--- config.mk ---
export PLATFORM = sky130hd
export DESIGN_NAME = can_rx_frame_packer
export DESIGN_NICKNAME = d
export VERILOG_FILES = /design/src/rtl/can_rx_frame_packer.sv
export SDC_FILE = /design/constraint.sdc
export NUM_CORES = 1
export LEC_CHECK = 0
export ABC_AREA = 0
export BUFFER_PORTS_ARGS = -buffer_cell sky130_fd_sc_hd__clkbuf_2
export CELL_PAD_IN_SITES_DETAIL_PLACEMENT = 1
export CELL_PAD_IN_SITES_GLOBAL_PLACEMENT = 2
export CORE_MARGIN = 10
export CORE_UTILIZATION = 36
export CTS_BUF_LIST = sky130_fd_sc_hd__clkbuf_2
export DETAILED_ROUTE_END_ITERATION = 10
export HOLD_SLACK_MARGIN = 0.15
export PLACE_DENSITY_LB_ADDON = 0.1
export SYNTH_ARGS = -nofsm -noshare
export SYNTH_HDL_FRONTEND = slang
export SYNTH_SLANG_ARGS = --single-unit
--- constraint.sdc ---
create_clock -name i_sys_clk -period 2.35 [get_ports i_sys_clk]
set_input_delay 0.47 -clock i_sys_clk [delete_from_list [all_inputs] [get_ports i_sys_clk]]
set_output_delay 0.47 -clock i_sys_clk [all_outputs]
set_load 0.02 [all_outputs]
--- src/rtl/can_rx_frame_packer.sv ---
// CAN receive frame assembler: parses destuffed standard/extended frames, checks CRC-15 and packs
// good frames into one 128-bit Rx FIFO word. Optional SOF timestamping via `CAN_RX_TIMESTAMP_EN.
module can_rx_frame_packer #(
  parameter int DATA_WIDTH = 128,
  parameter int TS_WIDTH   = 16
) (
  input  logic                  i_sys_clk,
  input  logic                  i_reset_n,
  input  logic                  i_sof,
  input  logic                  i_bit_valid,
  input  logic                  i_bit,
  input  logic                  i_abort,
  input  logic                  i_fifo_full,
  output logic [DATA_WIDTH-1:0] o_fifo_w_data,
  output logic                  o_fifo_wr_en,
  output logic                  o_crc_ok,
  output logic                  o_crc_err,
  output logic                  o_overrun,
  output logic                  o_busy
);

  typedef enum logic [3:0] {
    ST_IDLE, ST_ID_A, ST_SRR_RTR, ST_IDE, ST_ID_B, ST_RTR_X,
    ST_R1, ST_R0, ST_DLC, ST_DATA, ST_CRC, ST_DONE
  } state_e;

  state_e                state_q;
  logic [5:0]            cnt_q;
  logic [14:0]           crc_q;
  logic [14:0]           crc_d;
  logic [14:0]           crc_rx_q;
  logic [10:0]           ida_q;
  logic [17:0]           idb_q;
  logic                  rtr_q;
  logic                  ide_q;
  logic [3:0]            dlc_q;
  logic [3:0]            dlc_d;
  logic [63:0]           data_q;
  logic [5:0]            data_last_q;
  logic [DATA_WIDTH-1:0] word_d;
  logic [DATA_WIDTH-1:0] w_data_q;
  logic                  wr_en_q;
  logic                  crc_ok_q;
  logic                  crc_err_q;
  logic                  overrun_q;
  logic                  busy_q;

`ifdef CAN_RX_TIMESTAMP_EN
  logic [TS_WIDTH-1:0]   ts_q;
  logic [TS_WIDTH-1:0]   ts_cap_q;

  always_ff @(posedge i_sys_clk or negedge i_reset_n) begin
    if (!i_reset_n) ts_q <= '0;
    else            ts_q <= ts_q + 1'b1;
  end
`endif

  function automatic logic [14:0] crc_step(input logic [14:0] c, input logic b);
    logic fb;
    fb = b ^ c[14];
    crc_step = {c[13:0], 1'b0} ^ (fb ? 15'h4599 : 15'h0000);
  endfunction

  assign crc_d = crc_step(crc_q, i_bit);
  assign dlc_d = {dlc_q[2:0], i_bit};

  // Fields are cleared at SOF, so bytes beyond the DLC and IDB of standard frames stay zero.
  always_comb begin
    word_d         = '0;
    word_d[63:0]   = data_q;
    word_d[67:64]  = dlc_q;
    word_d[68]     = rtr_q;
    word_d[69]     = ide_q;
    word_d[98:88]  = ida_q;
    word_d[87:70]  = idb_q;
`ifdef CAN_RX_TIMESTAMP_EN
    word_d[98+TS_WIDTH:99] = ts_cap_q;
`else
    word_d[98+TS_WIDTH:99] = {TS_WIDTH{1'b0}};
`endif
  end

  always_ff @(posedge i_sys_clk or negedge i_reset_n) begin
    if (!i_reset_n) begin
      state_q     <= ST_IDLE;
      cnt_q       <= '0;
      crc_q       <= '0;
      crc_rx_q    <= '0;
      ida_q       <= '0;
      idb_q       <= '0;
      rtr_q       <= 1'b0;
      ide_q       <= 1'b0;
      dlc_q       <= '0;
      data_q      <= '0;
      data_last_q <= '0;
      w_data_q    <= '0;
      wr_en_q     <= 1'b0;
      crc_ok_q    <= 1'b0;
      crc_err_q   <= 1'b0;
      overrun_q   <= 1'b0;
      busy_q      <= 1'b0;
`ifdef CAN_RX_TIMESTAMP_EN
      ts_cap_q    <= '0;
`endif
    end else begin
      wr_en_q   <= 1'b0;
      crc_ok_q  <= 1'b0;
      crc_err_q <= 1'b0;
      overrun_q <= 1'b0;
      if (state_q != ST_IDLE && i_abort) begin
        state_q <= ST_IDLE;
        busy_q  <= 1'b0;
      end else if (i_sof && i_bit_valid && !i_abort) begin
        // A SOF always starts a fresh frame, silently dropping any frame in progress.
        state_q  <= ST_ID_A;
        cnt_q    <= '0;
        crc_q    <= crc_step(15'h0000, i_bit);
        crc_rx_q <= '0;
        ida_q    <= '0;
        idb_q    <= '0;
        rtr_q    <= 1'b0;
        ide_q    <= 1'b0;
        dlc_q    <= '0;
        data_q   <= '0;
        busy_q   <= 1'b1;
`ifdef CAN_RX_TIMESTAMP_EN
        ts_cap_q <= ts_q;
`endif
      end else if (state_q == ST_DONE) begin
        state_q <= ST_IDLE;
        busy_q  <= 1'b0;
        if (crc_rx_q != crc_q) begin
          crc_err_q <= 1'b1;
        end else if (!i_fifo_full) begin
          crc_ok_q <= 1'b1;
          wr_en_q  <= 1'b1;
          w_data_q <= word_d;
        end else begin
          crc_ok_q  <= 1'b1;
          overrun_q <= 1'b1;
        end
      end else if (i_bit_valid) begin
        case (state_q)
          ST_ID_A: begin
            ida_q <= {ida_q[9:0], i_bit};
            crc_q <= crc_d;
            if (cnt_q == 6'd10) begin
              cnt_q   <= '0;
              state_q <= ST_SRR_RTR;
            end else begin
              cnt_q <= cnt_q + 6'd1;
            end
          end
          ST_SRR_RTR: begin
            rtr_q   <= i_bit;
            crc_q   <= crc_d;
            state_q <= ST_IDE;
          end
          ST_IDE: begin
            ide_q   <= i_bit;
            crc_q   <= crc_d;
            cnt_q   <= '0;
            state_q <= i_bit ? ST_ID_B : ST_R0;
          end
          ST_ID_B: begin
            idb_q <= {idb_q[16:0], i_bit};
            crc_q <= crc_d;
            if (cnt_q == 6'd17) begin
              cnt_q   <= '0;
              state_q <= ST_RTR_X;
            end else begin
              cnt_q <= cnt_q + 6'd1;
            end
          end
          ST_RTR_X: begin
            rtr_q   <= i_bit;
            crc_q   <= crc_d;
            state_q <= ST_R1;
          end
          ST_R1: begin
            crc_q   <= crc_d;
            state_q <= ST_R0;
          end
          ST_R0: begin
            crc_q   <= crc_d;
            cnt_q   <= '0;
            state_q <= ST_DLC;
          end
          ST_DLC: begin
            dlc_q <= dlc_d;
            crc_q <= crc_d;
            if (cnt_q == 6'd3) begin
              cnt_q       <= '0;
              data_last_q <= dlc_d[3] ? 6'd63 : {dlc_d[2:0] - 3'd1, 3'b111};
              state_q     <= (rtr_q || dlc_d == 4'd0) ? ST_CRC : ST_DATA;
            end else begin
              cnt_q <= cnt_q + 6'd1;
            end
          end
          ST_DATA: begin
            data_q[6'd63 - cnt_q] <= i_bit;
            crc_q <= crc_d;
            if (cnt_q == data_last_q) begin
              cnt_q   <= '0;
              state_q <= ST_CRC;
            end else begin
              cnt_q <= cnt_q + 6'd1;
            end
          end
          ST_CRC: begin
            crc_rx_q <= {crc_rx_q[13:0], i_bit};
            if (cnt_q == 6'd14) begin
              cnt_q   <= '0;
              state_q <= ST_DONE;
            end else begin
              cnt_q <= cnt_q + 6'd1;
            end
          end
          default: ;
        endcase
      end
    end
  end

  assign o_fifo_w_data = w_data_q;
  assign o_fifo_wr_en  = wr_en_q;
  assign o_crc_ok      = crc_ok_q;
  assign o_crc_err     = crc_err_q;
  assign o_overrun     = overrun_q;
  assign o_busy        = busy_q;

endmodule

# Word-level counts from Yosys, hierarchy flattened
# Index checks and enable logic that the tools add are counted.
[totals]
reg_bits = 249
inputBits = 7
output_inout_bits = 133
word_cells = 168
[op_classes]
addsub = 3
n_lt_le_gt_ge = 2
eq_ne = 23
n_mux = 80
n_bitwise = 7
n_reduce_logical = 36
[ops]
columns = ["cell", "count"]
rows = [
  ["$mux W64", 4],
  ["$mux W15", 10],
  ["$mux W18", 4],
  ["$bwmux W64", 1],
  ["$mux W6", 9],
  ["$mux W4", 13],
  ["$mux W11", 4],
  ["$pmux W4 S10", 1],
  ["$pmux W6 S6", 1],
  ["$reduce_and A4 Y1", 9],
  ["$mux W1", 30],
  ["$ne A5 B5 Y1 const B", 5],
  ["$reduce_bool A2 Y1", 9],
  ["$eq A4 B3 Y1 const B", 4],
  ["$eq A4 B4 Y1 const B", 4],
  ["$ne A15 B15 Y1", 1],
  ["$xor A15 B15 Y15", 1],
  ["$reduce_bool A13 Y1", 1],
  ["$eq A6 B4 Y1 const B", 2],
  ["$reduce_or A9 Y1", 1],
  ["$eq A4 B2 Y1 const B", 2],
  ["$reduce_bool A4 Y1", 2],
  ["$lt A6 B7 Y1 const B", 1],
  ["$reduce_and A7 Y1", 1],
  ["22 further kinds", 31],
]

# Depth between registers and ports, before layout
# Gate-level depths: netlist of the first run.
[logic_depth]
ltp_word = 10
ltp_mapped = 10
depth_no_buf = 8

# Worst setup path after synthesis of the first run
# No wires, ideal clock.
[synth_path]
path_kind = "register -> register"
start = "reg state_q[1]"
end = "reg w_data_q[65] (netlist: o_fifo_w_data[65])"
setup_ps = 127
arrival_ps = 2262
t_required_ps = 2223
setup_slack_ps = -39
stages_incl_launch_ff = 9
n_path_buf = 2
period_less_slack_ps = 2389
path_cell_list = "dfrtp_1 -> or3_4 -> o21a_1 -> nand2b_4 -> and4bb_1 -> and2b_1 -> buf_4 -> buf_6 -> mux2_1"
[synth_between]
elab_chain_cells = 4
word_cells_on_any_way = 5
classes_between = "1 x eq/ne; 1 x bitwise; 3 x reduce/logical"
[synth_rtl]
columns = ["item", "line", "source"]
rows = [
  ["start: declaration", "27", "state_e state_q;"],
  ["start signal: assignment", "163", "state_q <= i_bit ? ST_ID_B : ST_R0;"],
  ["start signal: assignment", "195", "state_q <= (rtr_q || dlc_d == 4'd0) ? ST_CRC : ST_DATA;"],
  ["$reduce_bool A4 Y1", "110", "if (state_q != ST_IDLE && i_abort) begin"],
  ["$logic_and A1 B1 Y1", "110", ""],
  ["$not A1 Y1 (no line)", "-", ""],
  ["$reduce_and A5 Y1 (no line) (*)", "-", ""],
  ["end signal: assignment", "137", "w_data_q <= word_d;"],
  ["end: declaration", "41", "logic [DATA_WIDTH-1:0] w_data_q;"],
]
# Mark *: on every way between the ends. The rest lies on a longest branch, timed or not.
# A chain may end at the register's enable or synchronous reset.

# Worst setup path in the final report of the first run
[layout_path]
start = "reg state_q[3]"
end = "reg w_data_q[67] (netlist: o_fifo_w_data[67])"
# The elaborated chain is that of the path after synthesis.

==> reports/metrics.cfg, run 1 <==
[drt]
first_pass_iters = 4
routed.top_layer = met4
viasPerCell = 4.90
wl_per_cell_um = 18.9
num_vias = 8153
drt_iter0_markers = 338
wl_um = 31500
wl_met1_um = 14600
drc = 0
met2_length_um = 14900
postRouteAntennaNets = 0
wl_met3_um = 1510

[placement]
place_congestion = 0.788
portBuffers = 110
place_area_um2 = 12400
dp_hpwl_um = 19400
dp_slack_ps = -65.0
dp_cells = 1510

[run_status]
status = complete, but fails checks
violations = negative setup slack

[clocking]
cts-root-buf = clkbuf_2
cts_tree = built
cts_made_buffers = 69
htreeDepth = 3
clock_latency_ps = 840
clk_pin_slew_ps = 110
cts.sinks = 247
cts_buffer_depth = 3

[finish]
nets = 1229
fillers = 3462
stdcell_area_um2 = 13800
seqCellArea_um2 = 6180
multi_input_area_um2 = 4580
fin_cells = 1664
syn2layout_area_growth_pct = 24.4
drive_above_1_share = 0.293

[floorplan]
design.die.area_um2 = 38200
num_rows = 64
io_pins = 140
die-height_um = 195
die_x_um = 195
core_area_um2 = 30400
start_util = 0.364

[critical_path]
crit_required_ps = 3000
path_max_fanout = 7
crit_path_end_kind = register
startpoint_type = register
arrival_ps = 3070
crit_type = reg2reg

[synth]
async_flop_share = 1.00
yosys_warnings = 0
synth_largest_area_cell = dfrtp_1
syn_area_um2 = 11100
synth_top_cells_by_area = dfrtp_1 (56%), mux2_1 (10%), mux2i_1 (5.6%), nand2_1 (3.3%), nor2_1 (3.1%)
synth_edf_count = 0
yosys_register_bits = 247
ys_seq_area_frac = 0.558
synth.distinct_cells = 57
synth_ff_type = dfrtp_1
synthCells = 988
synth.avg_cell_area_um2 = 11.2
synth_top_cell_area_share = 0.558

[sta]
rsz0062_at_grt = yes
holdWs_ps = 232
fin_skew_ps = 82.3
post-route-min-period_ps = 2420
max_freq_mhz = 414
final.period_utilization = 1.03
finalHoldViolations = 0
tightest_slew_ps = 561
setup_slack_ps = -68.2
relSlewSlack = 0.623
setup-violations-final = 84
finalMaxSlewViolations = 0

[pwr]
power_frac_seq = 0.453
ir_drop_uv = 416
power.density_nw_per_um2 = 770
power_switching_w = 0.00350
clockPowerShare = 0.315
internal_power_w = 0.00711
p_comb_frac = 0.233
p_sw_frac = 0.330
total_leakage_power_nw = 7.30

[global_routing]
gr-total-overflow = 0
first_global_vias = 8830
grt_max_degree = 73
antenna_found_initial = 2
grt_pass1_wl_um = 49800
grt.total_usage = 0.158

[flow_run]
cap_violations = 0

[min_path]
hold_class = in2async

power groups by stage:
stage	Combinational (W)	Sequential (W)	Clock, W
6_report	0.00247	0.00480	0.00334
3_3_place_gp	0.00234	0.00489	0
3_5_place_dp	0.00238	0.00489	0
4_1_cts	0.00242	0.00481	0.00352
2_1_floorplan	0.00151	0.00481	0
5_1_grt	0.00275	0.00485	0.00380
cells by family (layout without fill, tap and decap cells):
group / after synthesis / in the layout / share of synthesized area
other: 1 / 31 / 0.000339
XOR/XNOR: 31 / 31 / 0.0245
flip-flops: 247 / 247 / 0.558
AO/OA/AOI/OAI: 151 / 151 / 0.0790
multiplexers: 161 / 161 / 0.157
adder cells (fa/ha/maj): 4 / 4 / 0.00452
buffers and inverters: 104 / 354 / 0.0526
AND/OR/NAND/NOR: 289 / 289 / 0.124
sequential cells by signal (all words and copies together) (netlist names), 4 cells and up:
signal,count
cnt_q,6
crc_rx_q,15
idb_q,18
crc_q,15
state_q,4
ida_q,11
o_fifo_w_data,99
data_last_q,4
dlc_q,4
data_q,64
Yosys cell counts (3+ instances only):
cell type / count
ha_1: 4
a22o_1: 10
xor2_1: 3
nand2_1: 97
inv_1: 18
a31oi_1: 7
nand3_1: 14
xnor2_1: 28
or2_2: 3
a21oi_1: 56
o22ai_1: 4
and3_1: 5
buf_2: 3
nor2_1: 90
nor3_1: 11
mux2i_1: 62
nor2b_1: 7
mux2_1: 99
and2_1: 6
or3_1: 25
buf_1: 3
clkbuf_1: 40
a211oi_1: 5
dfrtp_1: 247
o21ai_0: 51
nor3b_1: 4
buf_4: 30
nand4_1: 7
o21a_1: 3
buf_6: 10
o31ai_1: 4
stage by stage:
stage          power (W)  setup TNS, ps   util
2_1_floorplan    0.00632              0      -
3_3_place_gp     0.00723              0  0.407
3_5_place_dp     0.00727          -3740  0.407
4_1_cts           0.0108          -1150  0.439
5_1_grt           0.0114          -5930  0.453
6_report          0.0106          -2160  0.453
cells in the final DEF (no fill, tap or decap), types with 5 or more instances in the layout:
cell | synthesis | layout
and3_1 | 5 | 5
xnor2_1 | 28 | 27
clkbuf_16 | 0 | 7
and2_1 | 6 | 6
dfrtp_1 | 247 | 247
a21oi_1 | 56 | 56
nor2b_1 | 7 | 7
buf_16 | 0 | 6
nor2_1 | 90 | 90
dlygate4sd3_1 | 0 | 7
o21ai_0 | 51 | 51
nand4_1 | 7 | 7
conb_1 | 1 | 29
clkinv_1 | 0 | 9
a31oi_1 | 7 | 7
a22o_1 | 10 | 10
nand2_1 | 97 | 97
buf_4 | 30 | 74
nand3_1 | 14 | 14
nor3_1 | 11 | 10
clkbuf_2 | 0 | 211
mux2i_1 | 62 | 62
mux2_4 | 0 | 35
or3_1 | 25 | 25
mux2_1 | 99 | 64
buf_12 | 0 | 11
inv_1 | 18 | 18
critical path, cell delays in order (launching register included):
cell	delay [ps]
dfrtp_1	410
or3_4	400
o21a_1	200
nand2b_4	140
and4bb_1	280
and2b_4	190
buf_12	170
clkbuf_16	170
mux2_1	310
routing by layer:
layer | GRT usage | vias to the layer above
met1 | 0.205 | 4096
met5 | 0 | -
met3 | 0.0450 | 44
li1 | - | 3855
met4 | 0.0520 | 0
met2 | 0.249 | 158
area by class of cell:
class / count / area share
antenna: 2 / 0.000363
timing repair buffer: 217 / 0.128
multi-input combinational: 665 / 0.333
sequential: 247 / 0.449
tap: 396 / 0.0360
clock buffer: 102 / 0.0371
inverter: 18 / 0.00491
clock inverter: 17 / 0.0114
repair_timing:
item                                    4_1_cts  5_1_grt
hold endpoints to repair                    256        0
hold buffers                                  8        0
gates cloned                                  4        9
endpoints found under the setup margin       93      104
gates resized for setup                       7       44
buffers inserted                              7        7
pin swaps                                     0        2
worst paths after layout:
kind                                    from           endpoint  slack (ps)  cells past startpoint
max reg2reg                       state_q[3]  o_fifo_w_data[67]         -70                      8
min in group i_sys_clk           i_fifo_full          o_overrun         440                      3
max                               state_q[3]  o_fifo_w_data[67]         -70                      8
max in group asynchronous          i_reset_n           ida_q[3]        1650                      3
min                                i_reset_n         data_q[16]         230                      3
min reg2reg                o_fifo_w_data[17]  o_fifo_w_data[17]         490                      1
No activity file was read; power rests on OpenSTA's default activity.
==> run 2: changes to the inputs <==
--- a/config.mk
+++ b/config.mk
@@ -10,8 +10,7 @@
 export CELL_PAD_IN_SITES_DETAIL_PLACEMENT = 1
 export CELL_PAD_IN_SITES_GLOBAL_PLACEMENT = 2
 export CORE_MARGIN = 10
-export CORE_UTILIZATION = 36
-export CTS_BUF_LIST = sky130_fd_sc_hd__clkbuf_2
+export CORE_UTILIZATION = 35
 export DETAILED_ROUTE_END_ITERATION = 10
 export HOLD_SLACK_MARGIN = 0.15
 export PLACE_DENSITY_LB_ADDON = 0.1
==> run 2 against run 1 <==
The run still ends with negative setup slack left. Critical endpoint is now o_fifo_w_data[63]. Routed wire length down 8.3%. Clock power up 34%. Highest routed layer is now met5. Register-to-register slack better by 40 ps.
==> reports/metrics.cfg, run 2 (synthesized netlist as in run 1, its figures left out) <==
[run_status]
status = complete, but fails checks
violations = negative setup slack

[sta]
tightest_slew_ps = 535  ; -26.7 ps
max_freq_mhz = 420  ; +1.5%
relSlewSlack = 0.644  ; +0.0207
fin_skew_ps = 15.5  ; -66.8 ps
setup_slack_ps = -32.6  ; +35.6 ps
finalHoldViolations = 0  ; unchanged
final.period_utilization = 1.01  ; -0.0151
finalMaxSlewViolations = 0  ; unchanged
fin_tns_setup_ps = -719  ; +1440 ps
rsz0062_at_grt = yes
setup-violations-final = 58  ; -31%
post-route-min-period_ps = 2380  ; -35.6 ps

[drt]
drc = 0  ; unchanged
postRouteAntennaNets = 0  ; unchanged
routed.top_layer = met5
wl_per_cell_um = 18.4  ; -2.8%
met2_length_um = 13500  ; -9.1%
viasPerCell = 4.95  ; +1.0%
wl_met3_um = 1180  ; -22%
num_vias = 7776  ; -4.6%
first_pass_iters = 4  ; unchanged
wl_um = 28900  ; -8.3%
drt_iter0_markers = 331  ; -2.1%
wl_met1_um = 13500  ; -7.4%

[critical_path]
crit_type = reg2reg
path_max_fanout = 45  ; +38
r2r_setup_slack_ps = -30  ; +40 ps
startpoint_type = register
crit_required_ps = 2770  ; -230 ps
reg2reg_depth = 7  ; -1
crit_path_end_kind = register
arrival_ps = 2810  ; -260 ps

[placement]
dp_slack_ps = -120  ; -54.7 ps
place_congestion = 0.781  ; -0.89%
portBuffers = 110  ; unchanged
dp_hpwl_um = 19700  ; +1.1%
dp_cells = 1520  ; +0.66%

[min_path]
hold_class = in2reg
hold_path_depth = 2

[finish]
nets = 1161  ; -5.5%
final_common_cell = dfrtp_1
final_util = 0.427  ; -0.0258
syn2layout_area_growth_pct = 21.0
most-common-layout-cells = dfrtp_1 (247), clkbuf_2 (109), nand2_1 (97), mux2_1 (97), nor2_1 (90)
fin_cells = 1571  ; -5.6%
drive_above_1_share = 0.215  ; -0.0783
largest_reg_flops = 99  ; unchanged
diodes = 0  ; -2

[clocking]
cts_tree = built
clk_pin_slew_ps = 60  ; -50 ps
clock_latency_ps = 550  ; -290 ps
cts-root-buf = clkbuf_16
cts_made_buffers = 29  ; -58%
postCtsSetupBuffers = 0  ; -7
htreeDepth = 1  ; -2
cts_buffer_depth = 3  ; unchanged
cts.sinks = 247  ; unchanged

[global_routing]
antenna_found_initial = 2  ; unchanged
grt.total_usage = 0.147  ; -0.0113
grt_max_degree = 54  ; -26%
grt_pass1_wl_um = 47100  ; -5.3%
gr-total-overflow = 0  ; unchanged
first_global_vias = 8346  ; -5.5%

[floorplan]
core_area_um2 = 31400  ; +3.2%
start_util = 0.353  ; -0.0112
design.die.area_um2 = 39100  ; +2.6%
num_rows = 65  ; +1.6%
die-height_um = 198  ; +1.3%
io_pins = 140  ; unchanged
die_x_um = 198  ; +1.3%

[pwr]
ir_drop_uv = 564  ; +36%
total_leakage_power_nw = 7.05  ; -3.3%
finalPower_w = 0.0117  ; +10%
power.density_nw_per_um2 = 872  ; +13%

[flow_run]
cap_violations = 0  ; unchanged

run 2: final timing paths:
kind,from,end
worst max-delay path,state_q[3],o_fifo_w_data[63]
worst min-delay path,i_fifo_full,o_overrun
worst max register to register,state_q[3],o_fifo_w_data[63]
worst min register to register,o_fifo_w_data[7],o_fifo_w_data[7]
max in group asynchronous,i_reset_n,o_busy
min in group asynchronous,i_reset_n,o_fifo_w_data[30]
run 2: area by class of cell:
type                       count  area [µm²]
inverter                      18        67.6
clock inverter                 9         109
fill                        3436       18000
timing repair buffer         189        1250
multi-input combinational    665        4440
sequential                   247        6180
clock buffer                  41         841
tap                          402         503
run 2: power breakdown:
part	leakage (nW)	switching [W]	internal (W)
clock	0.467	0.00177	0.00269
combinational	3.19	0.00137	0.00106
sequential	3.40	0.000268	0.00453
total	7.05	0.00341	0.00827
run 2: stage by stage:
step / hold slack (ps) / cell area (µm²)
after CTS: 160 / 13400
after global routing: 168 / 13400
after floorplan: 174 / 11200
final: 186 / 13400
after global placement: 442 / 12400
after detailed placement: 441 / 12400
run 2: critical path: stages (launching register included):
cell and delay, ps:
dfrtp_1 400, or3_4 390, o21a_1 210, nand2b_4 140, and4bb_1 260, and2b_4 210
buf_16 250, mux2_1 360
run 2: per-layer routing:
layer / vias to the layer above / GRT usage
met1: 3960 / 0.197
met4: 2 / 0.0347
met2: 110 / 0.239
met5: - / 0
met3: 38 / 0.0287
li1: 3666 / -
run 2: what timing repair did:
action	in CTS	in global routing
hold buffers	1	0
hold endpoints to repair	47	0
gates resized for setup	4	2
endpoints found under the setup margin	99	100
==> run 3: changes to the inputs <==
--- a/config.mk
+++ b/config.mk
@@ -10,7 +10,8 @@
 export CELL_PAD_IN_SITES_DETAIL_PLACEMENT = 1
 export CELL_PAD_IN_SITES_GLOBAL_PLACEMENT = 2
 export CORE_MARGIN = 10
-export CORE_UTILIZATION = 35
+export CORE_UTILIZATION = 36
+export CTS_BUF_LIST = sky130_fd_sc_hd__clkbuf_2 sky130_fd_sc_hd__clkbuf_4 sky130_fd_sc_hd__clkbuf_8
 export DETAILED_ROUTE_END_ITERATION = 10
 export HOLD_SLACK_MARGIN = 0.15
 export PLACE_DENSITY_LB_ADDON = 0.1
==> run 3 against run 2 <==
The run still ends with negative setup slack left. Die area shrank 2.5%. Final area is 2.0% higher. Routed wire length grew 3.0%. Sequential power is essentially flat. Non-clock buffer count up 12. Total power is 3.4% lower. Count of clock-buffer cells in the layout grew 28. Highest routed layer unchanged.
==> reports/metrics.cfg, run 3 (synthesized netlist as in run 1, its figures left out) <==
[sta]
fin_skew_ps = 14.1  ; -1.33 ps
tightest_slew_ps = 564  ; +29.6 ps
final.period_utilization = 1.03  ; +0.0142
fin_tns_setup_ps = -2470  ; -1750 ps
finalHoldViolations = 0  ; unchanged
setup-violations-final = 61  ; +5.2%
post-route-min-period_ps = 2420  ; +33.5 ps
max_freq_mhz = 414  ; -1.4%
finalMaxSlewViolations = 0  ; unchanged
relSlewSlack = 0.621  ; -0.0226
setup_slack_ps = -66.1  ; -33.5 ps
rsz0062_at_grt = yes

[finish]
seqCellArea_um2 = 6180  ; unchanged
stdcell_area_um2 = 13700  ; +2.0%
most-common-layout-cells = dfrtp_1 (247), clkbuf_2 (109), nand2_1 (97)
multi_input_area_um2 = 4510  ; +1.5%
largest_reg_flops = 99  ; unchanged
diodes = 0  ; unchanged
drive_above_1_share = 0.258  ; +0.0436
fillers = 3366  ; -2.0%
nets = 1188  ; +2.3%
final_common_cell = dfrtp_1
syn2layout_area_growth_pct = 23.5
fin_cells = 1604  ; +2.1%

[critical_path]
crit_chain = or3_4 -> o21a_1 -> nand2b_4 -> and4bb_1 -> and2b_4 -> buf_4 -> buf_12 -> clkbuf_16 -> mux2_4
crit_type = reg2reg
startpoint_type = register
crit_buf_inv = 3  ; +2
reg2reg_depth = 9  ; +2
r2r_setup_slack_ps = -70  ; -30 ps
r2r_end = o_fifo_w_data[18]
max_stage_delay_ps = 390  ; about the same
crit_family = simple AND/OR/NAND/NOR gates
crit_slowest_cell = dfrtp_1
r2r_start = state_q[3]
crit_required_ps = 2770  ; about the same
crit_path_end_kind = register
path_max_fanout = 5  ; -89%
arrival_ps = 2830  ; +20 ps

[placement]
portBuffers = 110  ; unchanged
place_congestion = 0.788  ; +0.90%
place_area_um2 = 12400  ; -0.10%
dp_cells = 1510  ; -0.66%
dp_hpwl_um = 19400  ; -1.1%

[min_path]
hold_class = in2reg
min_to = o_overrun
hold_start = i_fifo_full
hold_path_depth = 2  ; unchanged

[global_routing]
grt-busiest-layer = met2
grt.total_usage = 0.152  ; +0.00484
use_met3 = 0.0387  ; +0.0100
gr-total-overflow = 0  ; unchanged
grt_max_degree = 73  ; +35%
grt.met1_usage = 0.200  ; +0.00275
gr-usage-met2 = 0.244  ; +0.00477
first_global_vias = 8586  ; +2.9%
antenna_found_initial = 1  ; -1
grt_pass1_wl_um = 48300  ; +2.5%

[drt]
viasPerCell = 4.93  ; -0.32%
postRouteAntennaNets = 0  ; unchanged
wl_um = 29700  ; +3.0%
drc = 0  ; unchanged
drt_iter0_markers = 367  ; +11%
num_vias = 7914  ; +1.8%
wl_per_cell_um = 18.5  ; +0.90%
first_pass_iters = 4  ; unchanged

[clocking]
cts_made_buffers = 44  ; +52%
cts.sinks = 247  ; unchanged
clk_pin_slew_ps = 60  ; about the same
cts_tree = built
cts-root-buf = clkbuf_8
cts_buffer_depth = 3  ; unchanged
clock_latency_ps = 540  ; about the same
htreeDepth = 2  ; +1

[floorplan]
die_x_um = 195  ; -1.3%
io_pins = 140  ; unchanged
die-height_um = 195  ; -1.3%
num_rows = 64  ; -1.5%
core_area_um2 = 30400  ; -3.1%
design.die.area_um2 = 38200  ; -2.5%
start_util = 0.364  ; +0.0112

[run_status]
violations = negative setup slack
status = complete, but fails checks

[flow_run]
cap_violations = 0  ; unchanged

[pwr]
total_leakage_power_nw = 7.18  ; +1.8%
clockPowerShare = 0.361  ; -0.021
power.density_nw_per_um2 = 826  ; -5.3%
power_frac_seq = 0.426  ; +0.016
power_switching_w = 0.00338  ; -1.1%
finalPower_w = 0.0113  ; -3.4%
p_comb_frac = 0.213  ; +0.005
ir_drop_uv = 425  ; -25%
internal_power_w = 0.00792  ; -4.3%
p_sw_frac = 0.299  ; +0.00677

==> run 3: cell types whose count changed in the layout (fill, tap and decap cells not counted), moves of 2 or more <==
cell	before	now
buf_12	6	10
buf_16	1	3
bufinv_16	2	0
clkbuf_1	5	0
clkbuf_16	29	4
clkbuf_4	0	14
clkbuf_8	7	55
clkinv_2	3	6
clkinv_4	2	0
mux2_1	97	79
mux2_4	2	20
==> run 3: layout make-up <==
class | count | share of cell area
Tap cell | 396 | 0.0362
Clock inverter | 8 | 0.00339
Timing Repair Buffer | 201 | 0.110
Inverter | 18 | 0.00494
Clock buffer | 69 | 0.0631
Sequential cell | 247 | 0.452
Multi-Input combinational cell | 665 | 0.330
==> run 3: power groups by stage <==
stage / registers [W] / logic (W) / clock network, W
6_report: 0.00481 / 0.00240 / 0.00408
5_1_grt: 0.00485 / 0.00269 / 0.00447
4_1_cts: 0.00482 / 0.00241 / 0.00423
3_5_place_dp: 0.00489 / 0.00238 / 0
3_3_place_gp: 0.00489 / 0.00234 / 0
2_1_floorplan: 0.00481 / 0.00151 / 0
==> run 3: worst max-delay path by stage <==
stage               startpoint           endpoint  slack (ps)  cells after the start
global placement    state_q[3]  o_fifo_w_data[83]         0.9                      7
floorplan           state_q[3]  o_fifo_w_data[65]          30                      8
global route        state_q[3]  o_fifo_w_data[48]        -140                      9
detailed placement  state_q[3]  o_fifo_w_data[44]         -60                      7
finish              state_q[3]  o_fifo_w_data[18]         -70                      9
CTS                 state_q[3]  o_fifo_w_data[56]         -50                      7
==> run 3: stage by stage <==
stage	hold slack (ps)	worst slack [ps]	utilization
after floorplan	174	27.6	-
after global placement	457	0.880	0.407
after detailed placement	453	-65.0	0.407
after CTS	176	-48.9	0.442
after global routing	184	-139	0.449
final	206	-66.1	0.449
==> run 3: routing by layer <==
layer,up-vias,share of wire
li1,3743,-
met1,3992,0.47
met2,136,0.47
met3,41,0.048
met4,2,0.014
met5,-,0.00044
==> run 3: timing repair <==
| item | 4_1_cts | 5_1_grt |
|---|---|---|
| hold endpoints to repair | 55 | 0 |
| hold buffers | 1 | 0 |
| cloned | 2 | 5 |
| gates resized for setup | 14 | 15 |
| pin swaps | 0 | 2 |
| endpoints found under the setup margin | 99 | 106 |
| buffers inserted | 4 | 5 |
